$ cat config.mk
export PLATFORM = sky130hd
export DESIGN_NAME = alu_op_sequencer
export DESIGN_NICKNAME = d
export VERILOG_FILES = /design/src/rtl/alu_op_sequencer.sv
export SDC_FILE = /design/constraint.sdc
export NUM_CORES = 1
export LEC_CHECK = 0
export CORE_MARGIN = 3
export CORE_UTILIZATION = 45
export DETAILED_ROUTE_END_ITERATION = 12
export PLACE_DENSITY = 0.8
export SYNTH_ARGS = -nofsm -noshare
export SYNTH_HDL_FRONTEND = slang
export SYNTH_SLANG_ARGS = --single-unit
$ cat constraint.sdc
create_clock -name clk -period 2.1 [get_ports clk]
set_clock_uncertainty 0.05 [all_clocks]
set_input_delay 0.42 -clock clk [delete_from_list [all_inputs] [get_ports clk]]
set_output_delay 0.42 -clock clk [all_outputs]
set_load 0.05 [all_outputs]
$ cat src/rtl/alu_op_sequencer.sv
// alu_op_sequencer: command front-end and result FIFO around a 4-bit ops unit; ALU_SEQ_STATS_EN adds push/error counters
module alu_op_sequencer #(
   parameter int OUT_DEPTH = 2
) (
   input  logic       clk,
   input  logic       rst,
   input  logic       in_valid,
   output logic       in_ready,
   input  logic [3:0] in_op,
   input  logic [3:0] in_a,
   input  logic [3:0] in_b,
   output logic [3:0] alu_a,
   output logic [3:0] alu_b,
   input  logic [7:0] alu_sum,
   input  logic [7:0] alu_diff,
   input  logic [7:0] alu_prod,
   input  logic [7:0] alu_quot,
   input  logic [3:0] alu_and,
   input  logic [3:0] alu_or,
   input  logic [3:0] alu_xor,
   input  logic [3:0] alu_not_a,
   input  logic [3:0] alu_not_b,
`ifdef ALU_SEQ_STATS_EN
   output logic [15:0] stat_ops,
   output logic [7:0]  stat_errs,
`endif
   output logic       out_valid,
   input  logic       out_ready,
   output logic [7:0] out_result,
   output logic [3:0] out_op,
   output logic       out_zero,
   output logic       out_div0,
   output logic       out_illegal
);
   localparam int AW = $clog2(OUT_DEPTH);
   typedef enum logic {IDLE, EXEC} state_t;
   state_t r_state;
   logic [3:0] r_op;
   logic [7:0] r_res_mem [OUT_DEPTH];
   logic [3:0] r_op_mem [OUT_DEPTH];
   logic [2:0] r_flg_mem [OUT_DEPTH];
   logic [AW-1:0] r_wr, r_rd;
   logic [AW:0] r_cnt;
   logic [7:0] w_raw, w_res;
   logic w_push, w_pop, w_div0, w_ill;
   assign in_ready = !rst && r_state == IDLE && r_cnt < (AW+1)'(OUT_DEPTH);
   assign w_push = r_state == EXEC;
   assign w_pop = out_valid && out_ready;
   assign w_div0 = r_op == 4'd3 && alu_b == 4'd0;
   assign w_ill = r_op > 4'd8;
   assign w_res = w_ill ? 8'h00 : w_div0 ? 8'hFF : w_raw;
   assign out_valid = r_cnt != '0;
   assign out_result = r_res_mem[r_rd];
   assign out_op = r_op_mem[r_rd];
   assign {out_zero, out_div0, out_illegal} = r_flg_mem[r_rd];
   // pick the ops unit output named by the latched opcode
   always_comb begin
      w_raw = 8'h00;
      case (r_op)
         4'd0: w_raw = alu_sum;
         4'd1: w_raw = alu_diff;
         4'd2: w_raw = alu_prod;
         4'd3: w_raw = alu_quot;
         4'd4: w_raw = {4'h0, alu_and};
         4'd5: w_raw = {4'h0, alu_or};
         4'd6: w_raw = {4'h0, alu_xor};
         4'd7: w_raw = {4'h0, alu_not_a};
         4'd8: w_raw = {4'h0, alu_not_b};
         default: w_raw = 8'h00;
      endcase
   end
   // accept a command in IDLE, push its result one cycle later in EXEC
   always_ff @(posedge clk or posedge rst) begin
      if (rst) begin
         r_state <= IDLE;
         r_op <= '0;
         alu_a <= '0;
         alu_b <= '0;
      end else if (r_state == IDLE) begin
         if (in_valid && in_ready) begin
            r_op <= in_op;
            alu_a <= in_a;
            alu_b <= in_b;
            r_state <= EXEC;
         end
      end else begin
         r_state <= IDLE;
      end
   end
   // circular result buffer; space was reserved at accept so a push never overflows
   always_ff @(posedge clk or posedge rst) begin
      if (rst) begin
         r_wr <= '0;
         r_rd <= '0;
         r_cnt <= '0;
         for (int i = 0; i < OUT_DEPTH; i++) begin
            r_res_mem[i] <= '0;
            r_op_mem[i] <= '0;
            r_flg_mem[i] <= '0;
         end
      end else begin
         if (w_push) begin
            r_res_mem[r_wr] <= w_res;
            r_op_mem[r_wr] <= r_op;
            r_flg_mem[r_wr] <= {w_res == 8'h00, w_div0, w_ill};
            r_wr <= r_wr + AW'(1);
         end
         if (w_pop) r_rd <= r_rd + AW'(1);
         r_cnt <= r_cnt + (AW+1)'(w_push) - (AW+1)'(w_pop);
      end
   end
`ifdef ALU_SEQ_STATS_EN
   // saturating counts of pushes and of pushes flagged div0 or illegal
   always_ff @(posedge clk or posedge rst) begin
      if (rst) begin
         stat_ops <= '0;
         stat_errs <= '0;
      end else if (w_push) begin
         if (stat_ops != '1) stat_ops <= stat_ops + 16'd1;
         if ((w_div0 || w_ill) && stat_errs != '1) stat_errs <= stat_errs + 8'd1;
      end
   end
`endif
endmodule

### Word level (Yosys, flattened, before mapping)

Cells that the tools add are included.

* word-level logic and storage cells: 68
* bits in registers: 47
* output and inout bits: 25
* input bits: 68

* reductions and logical operators: 12
* add/subtract/negate cells: 4
* muxes and demuxes: 23
* bitwise gates (word level): 3
* order comparisons: 5
* equality and inequality tests: 8

Operators by type and width (count)
* 8-bit one-hot mux with 9 select lines: 1
* 8-bit 2-to-1 mux: 6
* 16-bit bitwise mux: 1
* 4-bit by 3-bit equality test with 1-bit output, second input constant: 4
* 4-bit 2-to-1 mux: 4
* 3-bit 2-to-1 mux: 4
* 8-bit bitwise mux: 1
* 8-bit demux with 1-bit select: 1
* 4-bit by 2-bit equality test with 1-bit output, second input constant: 2
* 4-bit logical NOT: 2
* 8-bit logical NOT: 1
* 6-bit bitwise mux: 1
* 1-bit logical AND: 6
* 4-bit demux with 1-bit select: 1
* 4-bit by 1-bit equality test with 1-bit output, second input constant: 1
* 4-bit equality test, second input constant: 1
* 2-bit greater-or-equal comparator, second input constant: 2
* 4-bit > comparator, second input constant: 1
* 1-bit inverter with 2-bit output: 2
* 3-bit demux with 1-bit select: 1
* 1-bit adder, second input constant: 2
* 2-bit by 1-bit adder with 2-bit output: 1
* 2-bit by 1-bit less-than comparator with 1-bit output, second input constant: 1
* 2-bit less-than comparator, second input constant: 1
* other kinds (6): 7

### Depth between registers and ports, before layout

Gate-level depths: netlist of run 1.

* depth after elaboration: 6
* mapped depth: 8
* gate-level depth less buffers: 7

### Worst setup path before layout of run 1

Ideal clock, no wire load.

* kind: register to register
* from: reg r_state
* to: reg alu_a[0]
* setup time: 0.125 ns
* data arrival time: 2.524 ns
* setup slack: -0.599 ns
* path buffers: 2
* clock period less this slack: 2.699 ns
* data required time: 1.925 ns
* stages on the path, launching flop included: 6
* cell sequence: dfrtp_1 > nor3_1 > and2_1 > clkbuf_1 > buf_2 > mux2_2

* cells in the longest elaborated chain, start to end: 5

RTL lines
* start, declared: RTL line 37 `state_t r_state;`
* start signal, assigned: RTL line 75 `r_state <= IDLE;`
* start signal, assigned: RTL line 84 `r_state <= EXEC;`
* start signal, assigned: RTL line 87 `r_state <= IDLE;`
* 1-bit inverter (no line)
* 1-bit logical AND (2 in series): RTL line 46 `assign in_ready = !rst && r_state == IDLE && r_cnt < (AW+1)'(OUT_DEPTH);`
* net in_ready: RTL line 8 `output logic in_ready,`
* 1-bit logical AND: RTL line 80 `if (in_valid && in_ready) begin`
* 2-bit AND reduction (no line)
* end signal, assigned: RTL line 82 `alu_a <= in_a;`
* end, declared: RTL line 12 `output logic [3:0] alu_a,`

The timed path passes the listed nets, and every way through them passes these cells.
A chain may end at the register's enable or synchronous reset.

### Worst setup path after layout of run 1

* from: reg r_op[0]
* to: reg r_flg_mem[5] in the netlist's numbering

* cells in the longest elaborated chain, start to end: 6
* elaborated cells on any way between the ends: 16
* classes of those cells: 1 x order compare; 8 x eq/ne; 4 x mux; 3 x reduce/logical

RTL lines
* start, declared: RTL line 38 `logic [3:0] r_op;`
* start signal, assigned: RTL line 81 `r_op <= in_op;`
* 4-bit equality test, or another cell as far along: RTL line 59 `case (r_op)`
* 8-bit one-hot mux with 9 select lines / 1-bit logical AND (equally long branches): RTL line 59, 49
* 8-bit 2-to-1 mux: RTL line 51 `assign w_res = w_ill ? 8'h00 : w_div0 ? 8'hFF : w_raw;`
* 8-bit 2-to-1 mux (*): RTL line 51
* 8-bit logical NOT (*): RTL line 105 `r_flg_mem[r_wr] <= {w_res == 8'h00, w_div0, w_ill};`
* 6-bit bitwise mux (*): RTL line 105
* end signal, assigned by index: RTL line 105
* end, declared: RTL line 41 `logic [2:0] r_flg_mem [OUT_DEPTH];`

Every way passes the cells marked *; elsewhere a longest branch is shown, timed or not.

==> results.ini, run 1 <==
[outcome]
outcome = finished clean

[timing]
drv_slew = 0
hold_viol_final = 0
layout_min_cycle_time_ns = 1.99
hold_ws_ns = 0.431
fmax_mhz = 502
setup_viol_count_final = 0
worst_slack_ns = 0.107
rsz0062_at_grt = no
final.period_utilization = 0.949
relSlewSlack = 0.654
worst_pin_slew_ns = 0.517

[floorplanning]
coreArea_mm2 = 0.00534
ios = 93
initial_core_util = 0.485
rows = 26
die_x_um = 81.8
die_height_um = 81.8
die-area_mm2 = 0.00669

[synth]
netlist_area_mm2 = 0.00259
synth.distinct_cells = 49
synth-seq-area-share = 0.455
synthesis.nets = 311
synthCells = 241
synth.avg_cell_area_um2 = 10.7
synthArstFlopShare = 1.00
ys_ff_latch = 47
synthFlopType = dfrtp_1
ys_warn_count = 0
synth-edff-count = 0

[job]
drv_cap = 0

[routing]
first_pass_iters = 4
vias = 2197
viasPerCell = 5.29
antenna_left = 0
drt-initial-drc-count = 124
wl_mm = 6.52
drc = 0
avgRoutedWirePerCell_um = 15.7

[placement]
io_buffers = 92
dp_cells = 407
place_congestion = 0.840
post-dp-hpwl_mm = 5.22
post-place-ws_ns = -0.0711

[cells_and_area]
layout_common_cells = 75 x clkdlybuf4s50_1, 45 x dfrtp_1, 35 x mux2_2
diodes = 0
fin_util = 0.711
mostFrequentLayoutCell = clkdlybuf4s50_1
layout.nets = 414
area.growth.synth_to_final_pct = 46.6
drive_gt1_frac = 0.272
fin_cells = 415

[global_route]
grt_pass1_vias = 2259
grt_pass1_wl_mm = 10.5
grt_max_degree = 31
grt-ovfl-total = 0
antenna_found_initial = 0
gr-usage-all-layers = 0.204

[clock_tree]
cts_tree = built
clkSinkCount = 47
htree_levels = 2
cts_made_buffers = 5
post_cts_buffers = 0
clk_pin_slew_ns = 0.09
cts_buffer_depth = 2
cts_hold_buf = 0
root_buffer = clkbuf_8
clk-insertion-delay-late_ns = 0.30

[setup_path]
crit_required_ns = 2.26
end_kind = flop
crit_fanout = 13
start_kind = flop
worst-setup-path-type = reg -> reg
slowest_delay_ns = 0.50
path_cells = buf_4 -> nor2b_1 -> a22oi_1 -> o31ai_1 -> a31oi_1 -> nand4b_4 -> o31ai_2
cp_slowest_cell = dfrtp_2
worst_ep_arrival_time_ns = 2.15

[power_and_ir_drop]
p_leak_nw = 1.65
peakVddDrop_mv = 1.16
p_per_area_mw_per_mm2 = 1570
p_total_w = 0.00593

[hold_path]
hp-class = reg -> reg

-- through the flow --
stage	area [um^2]	TNS (ns)
global route	3790	0
floorplan	2600	0
CTS	3790	0
finish	3790	0
detailed placement	3670	-0.116
global placement	3670	-0.0253
-- critical path: cells and delay by family (launching register included) --
| kind | cells | cell delay, ns |
|---|---|---|
| AOI/OAI and AO/OA | 4 | 0.87 |
| buffers and inverters | 1 | 0.19 |
| DFF | 1 | 0.50 |
| and+or+nand+nor | 2 | 0.29 |
-- final timing paths --
check / startpoint / to / slack [ns] / cells past startpoint
max: r_op[0]$_DFFE_PP0P_ / r_flg_mem[5]$_DFFE_PP0P_ / 0.11 / 7
min: r_flg_mem[0]$_DFFE_PP0P_ / r_flg_mem[0]$_DFFE_PP0P_ / 0.43 / 1
min in group asynchronous: rst / r_res_mem[6]$_DFFE_PP0P_ / 0.44 / 2
max reg2reg: r_op[0]$_DFFE_PP0P_ / r_flg_mem[5]$_DFFE_PP0P_ / 0.11 / 7
min reg2reg: r_flg_mem[0]$_DFFE_PP0P_ / r_flg_mem[0]$_DFFE_PP0P_ / 0.43 / 1
max in group asynchronous: rst / r_op_mem[5]$_DFFE_PP0P_ / 1.07 / 3
-- cell type report --
cell class                 count  area [um^2]
sequential                    47         1180
clock inverter                 3         46.3
multi-input combinational    175         1320
timing repair buffer         112         1080
tap                           70         87.6
clock buffer                   5         68.8
inverter                       3         11.3
fill                         411         1540
-- cells by family (layout without fill, tap and decap cells) --
family                     Yosys count  count (layout)  synth area share
and+or+nand+nor                     77              77             0.163
muxes                               47              47             0.204
DFF                                 47              47             0.455
AOI/OAI and AO/OA                   45              45             0.117
buffers and inverters               19             123            0.0392
xor gates and xnor gates             4               4            0.0135
adders and majority gates            2               2           0.00967
-- Yosys cell counts (2+ instances only) --
library cell   n  share of area
nor3_1         4         0.0077
xor2_1         2         0.0068
o31ai_1        3         0.0087
buf_6          2         0.0087
nand2b_1       4         0.0097
nand3_1        7          0.014
o21a_1         2         0.0058
buf_2          5         0.0097
buf_4          2         0.0058
clkbuf_1       6         0.0087
a22oi_1        2         0.0058
nor3b_1        2         0.0058
o32ai_1        2         0.0068
a31oi_1        3         0.0073
inv_1          3         0.0044
nor2b_1        6          0.015
nand2_1       32          0.046
a21oi_1        4         0.0077
o31ai_2        2         0.0097
dfrtp_1       47           0.45
o21ai_1       11          0.021
and2_1         3         0.0073
ha_1           2         0.0097
a21o_1         2         0.0058
nand3b_1       2         0.0058
xnor2_1        2         0.0068
o21ai_0        8          0.015
mux2_2        35           0.15
mux2i_1       11          0.043
nor2_1         6         0.0087
-- flip-flops by register name, summed over array words and instances (netlist names) --
register and flops:
r_cnt 2, r_op_mem 8, r_res_mem 16, r_wr 1, r_rd 1, r_op 4, r_flg_mem 6, r_state 1
alu_b 4, alu_a 4
-- layer usage --
layer / share of wire / wire, um / vias to the layer above / track usage
met5: 0 / 0 / - / 0
met4: 0.014 / 91 / 0 / 0.0548
met3: 0.070 / 457 / 11 / 0.0636
met2: 0.49 / 3190 / 75 / 0.330
met1: 0.43 / 2780 / 1048 / 0.264
li1: - / - / 1063 / -
-- repair_timing --
action,in CTS,in global routing
hold endpoints to repair,0,0
gates resized for setup,0,2
endpoints found under the setup margin,0,2
-- power by group --
part	total (W)	internal (W)	leakage (nW)	switching, W
clock network	0.000685	0.000359	0.0548	0.000326
logic	0.00360	0.00156	1.01	0.00204
registers	0.00164	0.00130	0.584	0.000345
total	0.00593	0.00322	1.65	0.00271
No activity file was read; power rests on OpenSTA's default activity.
==> inputs of run 2 (changes only) <==
- CORE_ASPECT_RATIO: not set -> 1.5
- CTS_BUF_LIST: not set -> sky130_fd_sc_hd__clkbuf_8
==> run 2 against run 1 <==
Compared with the run above: fmax grew 0.19%; total power shrank 2.6%; die area grew 0.28%; combinational power is essentially flat; sequential power is essentially flat; clock-buffer cell count is the same; worst setup slack gained 0.0037 ns; sequential share of layout area grew 0.21 points; cell count is the same; wire length is essentially flat; critical path type unchanged.
==> results.ini, run 2 (synthesis results as in run 1) <==
[global_route]
grt_max_degree = 48  ; +55%
grt_pass1_wl_mm = 10.5  ; -0.32%
grt_pass1_vias = 2226  ; -1.5%
grt-ovfl-total = 0  ; unchanged
antenna_found_initial = 0  ; unchanged
gr-usage-all-layers = 0.205  ; +0.00103

[cells_and_area]
drive_gt1_frac = 0.272  ; unchanged
fin_util = 0.681  ; -0.0299
layout_common_cells = 75 x clkdlybuf4s50_1, 45 x dfrtp_1, 35 x mux2_2
n_fill_cell = 459  ; +12%
regMostFlops = r_res_mem
largest_reg_flops = 16  ; unchanged
area.growth.synth_to_final_pct = 45.6
mostFrequentLayoutCell = clkdlybuf4s50_1
layout.nets = 414  ; unchanged
stdcell_area_mm2 = 0.00377  ; -0.66%
diodes = 0  ; unchanged
reg_top3 = r_res_mem x16, r_op_mem x8, r_flg_mem x6

[floorplanning]
initial_core_util = 0.467  ; -0.0173
die_x_um = 67.9  ; -17%
coreArea_mm2 = 0.00553  ; +3.7%
rows = 33  ; +27%
die_height_um = 98.8  ; +21%
die-area_mm2 = 0.00671  ; +0.28%
ios = 93  ; unchanged

[setup_path]
cp_num_buf_inv = 0  ; -1
path_cells = and4bb_4 -> nand2_1 -> o31ai_1 -> a211oi_2 -> nand2_1 -> o31ai_2
worst-setup-path-type = reg -> reg
crit_fanout = 10  ; -3
start_kind = flop
worst_ep_arrival_time_ns = 2.14  ; about the same
cpMostUsedCell = nand2_1
crit_path_start = r_op[2]$_DFFE_PP0P_
cpLargestDelayFamily = compound AO/OA/AOI/OAI gates
cp_slowest_cell = dfrtp_1
regToRegStartpoint = r_op[2]$_DFFE_PP0P_
end_kind = flop
crit_required_ns = 2.25  ; about the same
slowest_delay_ns = 0.56  ; +0.06 ns
rrSetupSlack_ns = 0.11  ; about the same

[clock_tree]
post_cts_buffers = 0  ; unchanged
root_buffer = clkbuf_8
post_cts_resized = 0  ; unchanged
cts_buffer_depth = 2  ; unchanged
clk_pin_slew_ns = 0.09  ; about the same
cts_tree = built
cts_made_buffers = 5  ; unchanged
clkSinkCount = 47  ; unchanged
clk-insertion-delay-late_ns = 0.30  ; about the same
cts_hold_buf = 0  ; unchanged
htree_levels = 2  ; unchanged

[routing]
wl_mm = 6.51  ; about the same
vias = 2193  ; -0.18%
drc = 0  ; unchanged
drt-initial-drc-count = 69  ; -44%
viasPerCell = 5.28  ; -0.18%
avgRoutedWirePerCell_um = 15.7  ; about the same
first_pass_iters = 4  ; unchanged
antenna_left = 0  ; unchanged

[timing]
layout_min_cycle_time_ns = 1.99  ; -0.00375 ns
worst_pin_slew_ns = 0.560  ; +0.0435 ns
hold_viol_final = 0  ; unchanged
hold_ws_ns = 0.432  ; +0.000874 ns
drv_slew = 0  ; unchanged
final.period_utilization = 0.947  ; -0.00179
fmax_mhz = 503  ; +0.19%
relSlewSlack = 0.623  ; -0.0310
setup_viol_count_final = 0  ; unchanged

[placement]
post_dp_cell_area_mm2 = 0.00367  ; unchanged
post-dp-hpwl_mm = 5.23  ; +0.12%
io_buffers = 92  ; unchanged
place_congestion = 0.835  ; -0.62%

[power_and_ir_drop]
peakVddDrop_mv = 1.21  ; +4.6%
p_total_w = 0.00578  ; -2.6%
p_leak_nw = 1.64  ; -0.54%
p_per_area_mw_per_mm2 = 1530  ; -1.9%

[hold_path]
hp-start = r_flg_mem[0]$_DFFE_PP0P_
hp-class = reg -> reg

[outcome]
outcome = finished clean

[job]
drv_cap = 0  ; unchanged

==> run 2: per-layer routing <==
layer	GRT usage	vias to the layer above	wire length [um]
met2	0.359	66	3560
met1	0.258	1048	2580
met5	0	-	0
met4	0.0505	0	79
met3	0.0319	6	290
li1	-	1073	-
==> run 2: layout make-up <==
type,instances,area [um^2],share of cell area
Multi-Input combinational cell,175,1330,0.352
Sequential cell,47,1180,0.313
Timing Repair Buffer,112,1080,0.286
Tap cell,70,87.6,0.0233
Clock buffer,5,68.8,0.0183
Clock inverter,3,16.3,0.00432
Inverter,3,11.3,0.00299
==> run 2: report_power, final <==
part / switching, W / internal (W) / total, W
Clock: 0.000301 / 0.000228 / 0.000529
Combinational: 0.00206 / 0.00157 / 0.00362
Sequential: 0.000327 / 0.00130 / 0.00163
==> run 2: path summary, 6_finish.rpt <==
path	cells past startpoint	to
max	6	r_flg_mem[5]$_DFFE_PP0P_
min reg2reg	1	r_flg_mem[0]$_DFFE_PP0P_
min	1	r_flg_mem[0]$_DFFE_PP0P_
max in group asynchronous	3	r_op[1]$_DFFE_PP0P_
min in group asynchronous	3	r_cnt[1]$_DFF_PP0_
max reg2reg	6	r_flg_mem[5]$_DFFE_PP0P_
==> run 2: worst register-to-register path, stage by stage, from the launching register on <==
cell and delay [ns]:
dfrtp_1 0.56, and4bb_4 0.28, nand2_1 0.19, o31ai_1 0.13, a211oi_2 0.29, nand2_1 0.14
o31ai_2 0.26
==> run 2: per-stage QoR <==
| step | worst slack [ns] | TNS, ns | instances |
|---|---|---|---|
| after floorplan | 0.0769 | 0 | 241 |
| after global placement | 0.00948 | 0 | 407 |
| after CTS | 0.000367 | 0 | 415 |
| final | 0.111 | 0 | 415 |
| after global routing | -0.00764 | -0.0120 | 415 |
| after detailed placement | -0.0379 | -0.0483 | 407 |
